`src/rtl/pong_match_seq_if.sv`:
```
// pong_match_seq_if: control strobes into and status out of the pong match sequencer
// master drives tick/start_btn/miss_p1/miss_p2 and observes the game status;
// slave (the sequencer) consumes the strobes and drives state, serve/ball control, blink, scores, winner.
interface pong_match_seq_if;
  logic        tick;
  logic        start_btn;
  logic        miss_p1;
  logic        miss_p2;
  logic [2:0]  state;
  logic        serve_load;
  logic        server;
  logic        ball_run;
  logic        blink;
  logic [3:0]  score_p1;
  logic [3:0]  score_p2;
  logic [13:0] score_disp;
  logic [1:0]  winner;
  modport master (
    output tick, start_btn, miss_p1, miss_p2,
    input  state, serve_load, server, ball_run, blink, score_p1, score_p2, score_disp, winner
  );
  modport slave (
    input  tick, start_btn, miss_p1, miss_p2,
    output state, serve_load, server, ball_run, blink, score_p1, score_p2, score_disp, winner
  );
endinterface

```
`src/rtl/pong_match_seq.sv`:
```
// pong_match_seq: match sequencer for pong (serve, rally, point, game over) with scoring
// Ports: CLK system clock; RSTn asynchronous active-low reset;
// bus (slave): tick game-step strobe, start_btn raw async button, miss_p1/miss_p2 edge-miss pulses,
// state FSM code, serve_load serve pulse, server, ball_run, blink, score_p1/score_p2,
// score_disp (score_p1*100+score_p2), winner (0 none, 1 p1, 2 p2).
module pong_match_seq #(
  parameter int WIN_SCORE   = 5,
  parameter int SERVE_TICKS = 8,
  parameter int POINT_TICKS = 16
) (
  input logic CLK,
  input logic RSTn,
  pong_match_seq_if.slave bus
);
  typedef enum logic [2:0] {IDLE = 3'd0, SERVE = 3'd1, RALLY = 3'd2, POINT = 3'd3, OVER = 3'd4} state_t;
  localparam int CMAX = (SERVE_TICKS > POINT_TICKS) ? SERVE_TICKS : POINT_TICKS;
  localparam int CW = $clog2(CMAX + 1);
  localparam logic [CW-1:0] S_LAST = CW'(SERVE_TICKS - 1);
  localparam logic [CW-1:0] P_LAST = CW'(POINT_TICKS - 1);
  localparam logic [3:0] WS = 4'(WIN_SCORE);
  state_t st;
  logic s1, s2, s3;
  logic [CW-1:0] cnt;
  logic [3:0] sp1, sp2;
  logic srv, run, ld, bl;
  logic [1:0] win;
  logic [13:0] disp;
  logic start_ev, p1_won, p2_won;
  always_comb begin
    start_ev = s2 & ~s3;
    p1_won = sp1 == WS;
    p2_won = sp2 == WS;
  end
  always_ff @(posedge CLK or negedge RSTn)
    if (!RSTn) begin
      st <= IDLE;
      {s1, s2, s3} <= 3'b000;
      cnt <= '0;
      sp1 <= 4'd0;
      sp2 <= 4'd0;
      srv <= 1'b0;
      run <= 1'b0;
      ld <= 1'b0;
      bl <= 1'b0;
      win <= 2'd0;
      disp <= 14'd0;
    end else begin
      {s1, s2, s3} <= {bus.start_btn, s1, s2};
      ld <= 1'b0;
      disp <= 14'(sp1) * 14'd100 + 14'(sp2);
      case (st)
        IDLE, OVER:
          if (start_ev) begin
            st <= SERVE;
            ld <= 1'b1;
            cnt <= '0;
            sp1 <= 4'd0;
            sp2 <= 4'd0;
            srv <= 1'b0;
            win <= 2'd0;
          end
        SERVE:
          if (bus.tick) begin
            if (cnt == S_LAST) begin
              st <= RALLY;
              run <= 1'b1;
              cnt <= '0;
            end else
              cnt <= cnt + CW'(1);
          end
        RALLY:
          // a double miss is treated as a glitch and ignored
          if (bus.miss_p1 ^ bus.miss_p2) begin
            st <= POINT;
            run <= 1'b0;
            bl <= 1'b0;
            cnt <= '0;
            srv <= bus.miss_p2;
            if (bus.miss_p1)
              sp2 <= p2_won ? sp2 : sp2 + 4'd1;
            else
              sp1 <= p1_won ? sp1 : sp1 + 4'd1;
          end
        POINT:
          if (bus.tick) begin
            if (cnt == P_LAST) begin
              bl <= 1'b0;
              cnt <= '0;
              if (p1_won | p2_won) begin
                st <= OVER;
                win <= p1_won ? 2'd1 : 2'd2;
              end else begin
                st <= SERVE;
                ld <= 1'b1;
              end
            end else begin
              cnt <= cnt + CW'(1);
              bl <= ~bl;
            end
          end
        default: begin
          st <= IDLE;
          run <= 1'b0;
          bl <= 1'b0;
          cnt <= '0;
        end
      endcase
    end
  assign bus.state = st;
  assign bus.serve_load = ld;
  assign bus.server = srv;
  assign bus.ball_run = run;
  assign bus.blink = bl;
  assign bus.score_p1 = sp1;
  assign bus.score_p2 = sp2;
  assign bus.score_disp = disp;
  assign bus.winner = win;
endmodule

```
`src/flat_wrapper.sv`:
```
// flat-port wrapper written by rule: the top's interface ports become plain ports
module pong_match_seq_flat 
#(
  parameter int WIN_SCORE   = 5,
  parameter int SERVE_TICKS = 8,
  parameter int POINT_TICKS = 16
)
  (CLK, RSTn, bus_tick, bus_start_btn, bus_miss_p1, bus_miss_p2, bus_state, bus_serve_load, bus_server, bus_ball_run, bus_blink, bus_score_p1, bus_score_p2, bus_score_disp, bus_winner);
  pong_match_seq_if bus_i ();
  input logic CLK;
  input logic RSTn;
  input wire logic [$bits(bus_i.tick)-1:0] bus_tick;
  input wire logic [$bits(bus_i.start_btn)-1:0] bus_start_btn;
  input wire logic [$bits(bus_i.miss_p1)-1:0] bus_miss_p1;
  input wire logic [$bits(bus_i.miss_p2)-1:0] bus_miss_p2;
  output wire logic [$bits(bus_i.state)-1:0] bus_state;
  output wire logic [$bits(bus_i.serve_load)-1:0] bus_serve_load;
  output wire logic [$bits(bus_i.server)-1:0] bus_server;
  output wire logic [$bits(bus_i.ball_run)-1:0] bus_ball_run;
  output wire logic [$bits(bus_i.blink)-1:0] bus_blink;
  output wire logic [$bits(bus_i.score_p1)-1:0] bus_score_p1;
  output wire logic [$bits(bus_i.score_p2)-1:0] bus_score_p2;
  output wire logic [$bits(bus_i.score_disp)-1:0] bus_score_disp;
  output wire logic [$bits(bus_i.winner)-1:0] bus_winner;
  assign bus_i.tick = bus_tick;
  assign bus_i.start_btn = bus_start_btn;
  assign bus_i.miss_p1 = bus_miss_p1;
  assign bus_i.miss_p2 = bus_miss_p2;
  assign bus_state = bus_i.state;
  assign bus_serve_load = bus_i.serve_load;
  assign bus_server = bus_i.server;
  assign bus_ball_run = bus_i.ball_run;
  assign bus_blink = bus_i.blink;
  assign bus_score_p1 = bus_i.score_p1;
  assign bus_score_p2 = bus_i.score_p2;
  assign bus_score_disp = bus_i.score_disp;
  assign bus_winner = bus_i.winner;
  pong_match_seq #(.WIN_SCORE(WIN_SCORE), .SERVE_TICKS(SERVE_TICKS), .POINT_TICKS(POINT_TICKS)) u_core (.CLK(CLK), .RSTn(RSTn), .bus(bus_i));
endmodule
```
`config.mk`:
```
export PLATFORM = sky130hd
export DESIGN_NAME = pong_match_seq_flat
export DESIGN_NICKNAME = d
export VERILOG_FILES = /design/src/rtl/pong_match_seq_if.sv /design/src/rtl/pong_match_seq.sv /design/src/flat_wrapper.sv
export SDC_FILE = /design/constraint.sdc
export NUM_CORES = 1
export LEC_CHECK = 0
export ABC_AREA = 1
export CORE_MARGIN = 1.5
export CORE_UTILIZATION = 50
export CTS_CLUSTER_SIZE = 10
export DETAILED_ROUTE_END_ITERATION = 6
export GPL_ROUTABILITY_DRIVEN = 0
export PLACE_DENSITY = 0.85
export SLEW_MARGIN = 20
export SYNTH_ARGS = -nofsm -noshare
export SYNTH_HDL_FRONTEND = slang
export SYNTH_SLANG_ARGS = --single-unit
```
`constraint.sdc`:
```
create_clock -name CLK -period 5.31 [get_ports CLK]
set_input_delay 1.593 -clock CLK [delete_from_list [all_inputs] [get_ports CLK]]
set_output_delay 1.593 -clock CLK [all_outputs]
set_load 0.05 [all_outputs]
```
==> run_results.csv <==
group,metric,value,unit
sta,fin_crit_sh,0.626,
clocking,cts-root-buf,"clkbuf_8",
final_layout,diodes,0,
yosys,synth_area,2250,um2
floorplan,fp.dieH,70.1,um
global_route,antenna_found_initial,0,
global_route,grtUsageTotal,0.193,
setup_path,path_cells,"clkdlybuf4s50_1",
sta,fmax,301,MHz
run_status,outcome,"finished, final reports clean",
setup_path,cp_data_arrival_time,1.73,ns
floorplan,rows,24,
place,io_buffers,34,
sta,setup_ws,1.98,ns
global_route,grt_pass1_wl,7530,um
setup_path,worstSetupPathType,"reg -> out",
final_layout,drive_above_1_share,0.121,
sta,max_slew_margin,0.456,
clocking,cts_setup_buffers,0,
clocking,clk_path_buf_depth,2,
sta,timing.final.hold_violations,0,
yosys,ys_ff_latch,37,
yosys,synth_top_area_share,0.411,
global_route,grt_max_degree,38,
clocking,cts_sinks,37,
clocking,clk_latency,0.29,ns
min_path,hold_path.class,"reg -> reg",
sta,skew,0.00684,ns
setup_path,crit_fanout,9,
yosys,yosys-top-cells-count,"nand2_1 (76), dfrtp_1 (37), inv_1 (28)",
yosys,ys_seq_area_frac,0.411,
final_layout,instances_no_fill,358,
final_layout,fin_util,0.629,
detailed_routing,first_pass_iters,4,
place,hpwl,3280,um
yosys,synthCells,268,
detailed_routing,via_count,1772,
clocking,clk_pin_slew,0.07,ns
setup_path,cp.required,3.72,ns
clocking,cts_tree,"done",
sta,tns,0,ns
yosys,synth_area_leader_cell,"dfrtp_1",
setup_path,critPathTopFamily,"buffers and inverters",
setup_path,max_stage_delay,0.88,ns
place,dp_slack,2.31,ns
sta,rsz0062_at_grt,"no",
sta,worst_slew_pin_slew,0.816,ns
floorplan,die_x,70.1,um
setup_path,crit_path_top_delay_cell,"clkdlybuf4s50_1",
detailed_routing,wl_per_cell,11.9,um
yosys,yosysWarnings,0,
clocking,numCtsBuffers,5,
clocking,htreeDepth,2,
detailed_routing,drc,0,
global_route,grt_pass1_vias,1724,
yosys,async_reset_ff_frac,1.00,
pwr,power_density,489,nW/um2
sta,final_max_slew_viol_count,0,
job,maxCapViolations,0,
yosys,synth_ff_type,"dfrtp_1",
floorplan,dieArea,4910,um2
floorplan,core_area,4350,um2
yosys,synth.most_common_cell,"nand2_1",
setup_path,end_kind,"output pin",
detailed_routing,wl,4280,um
setup_path,critical_path_buf_inv_count,1,
final_layout,synthToLayoutAreaGrowth,21.7,%
global_route,gr-total-overflow,0,
detailed_routing,via_per_inst,4.95,
yosys,syn_avg_cell_area,8.40,um2
clocking,cts_resized,0,
clocking,hold_buffers,0,
pwr,leakagePower,1.41,nW
pwr,irDropWorstVdd,0.000180,V
floorplan,ios,37,
floorplan,start_util,0.517,
sta,layout_min_cycle_time,3.33,ns
place,dp.cells,350,
yosys,synth_edf_count,0,
sta,setup_viol,0,
detailed_routing,ant_nets,0,
yosys,ys_types,33,
setup_path,start_kind,"flip-flop",
final_layout,final_nets,331,
yosys,ys_top_cells_by_area,"dfrtp_1 (41%), nand2_1 (13%), ha_1 (10%), inv_1 (4.7%), nand3_1 (3.6%)",
detailed_routing,drtIter0Drc,81,
[kinds of logic (layout without fill, tap and decap cells)]
logic type / Yosys count / in the layout / synth area share
flops: 37 / 37 / 0.411
simple gates: 142 / 142 / 0.301
compound gates: 16 / 16 / 0.0400
buf+inv: 37 / 74 / 0.0700
fa+ha+maj: 20 / 20 / 0.118
other cells: 1 / 2 / 0.00167
xor+xnor: 15 / 15 / 0.0584
[per-stage QoR]
| stage | area, um2 | hold WS (ns) | power (mW) |
|---|---|---|---|
| floorplan | 2250 | 0.331 | 0.912 |
| global placement | 2620 | 0.337 | 1.08 |
| detailed placement | 2620 | 0.335 | 1.10 |
| CTS | 2740 | 0.358 | 1.35 |
| global route | 2740 | 0.374 | 1.43 |
| finish | 2740 | 0.354 | 1.34 |
[sequential cells by signal (all words and copies together), names as in the netlist]
register and flops:
u_core.s3 1, u_core.bus.score_p2 4, u_core.bus.blink 1, u_core.bus.score_disp 12
u_core.cnt 5, u_core.bus.serve_load 1, u_core.bus.state 3, u_core.bus.ball_run 1
u_core.bus.score_p1 4, u_core.s2 1, u_core.bus.server 1, u_core.bus.winner 2
u_core.s1 1
[layout by cell type (no fill, tap or decap), types with 3 or more instances in the layout]
master	synthesis	layout
nand2_1	76	76
dfrtp_1	37	37
clkdlybuf4s50_1	0	33
inv_1	28	28
nor2_1	19	19
ha_1	18	18
nand3_1	16	16
nand2_2	11	11
xor2_1	9	9
xnor2_1	6	6
a21oi_1	6	6
clkbuf_8	0	6
o21ai_0	4	4
nor2_2	4	4
nand2_4	4	4
nor2_4	3	3
[report_power, final]
| part | switching, mW | internal [mW] |
|---|---|---|
| sequential | 0.0644 | 0.341 |
| combinational | 0.468 | 0.218 |
| clock | 0.0946 | 0.153 |
| total | 0.627 | 0.712 |
[worst paths after layout]
kind	from	endpoint	slack, ns	cells past startpoint
min in group asynchronous	RSTn	u_core.bus.server	1.40	1
hold reg to reg	u_core.s1	u_core.s2	0.35	0
setup / recovery	u_core.bus.state[1]	bus_state[1]	1.98	1
max in group asynchronous	RSTn	u_core.s2	3.40	1
setup reg to reg	u_core.bus.score_p1[1]	u_core.bus.score_disp[10]	3.01	12
hold / removal	u_core.s1	u_core.s2	0.35	0
[routing by layer]
layer	routed length, um	vias up	GRT usage	part of all wire
met2	2160	32	0.332	0.50
met5	0	-	0	0
met4	78	0	0.0791	0.018
met3	151	8	0.0462	0.035
met1	1890	835	0.233	0.44
li1	-	897	-	-
[area by class of cell]
cell class,count,area (um2)
clock buffer,7,86.3
clock inverter,1,30.0
fill,383,1620
inverter,32,125
multi-input combinational,195,1170
sequential,37,926
tap,52,65.1
timing repair buffer,34,335
Power figures use the tool's default switching activity.
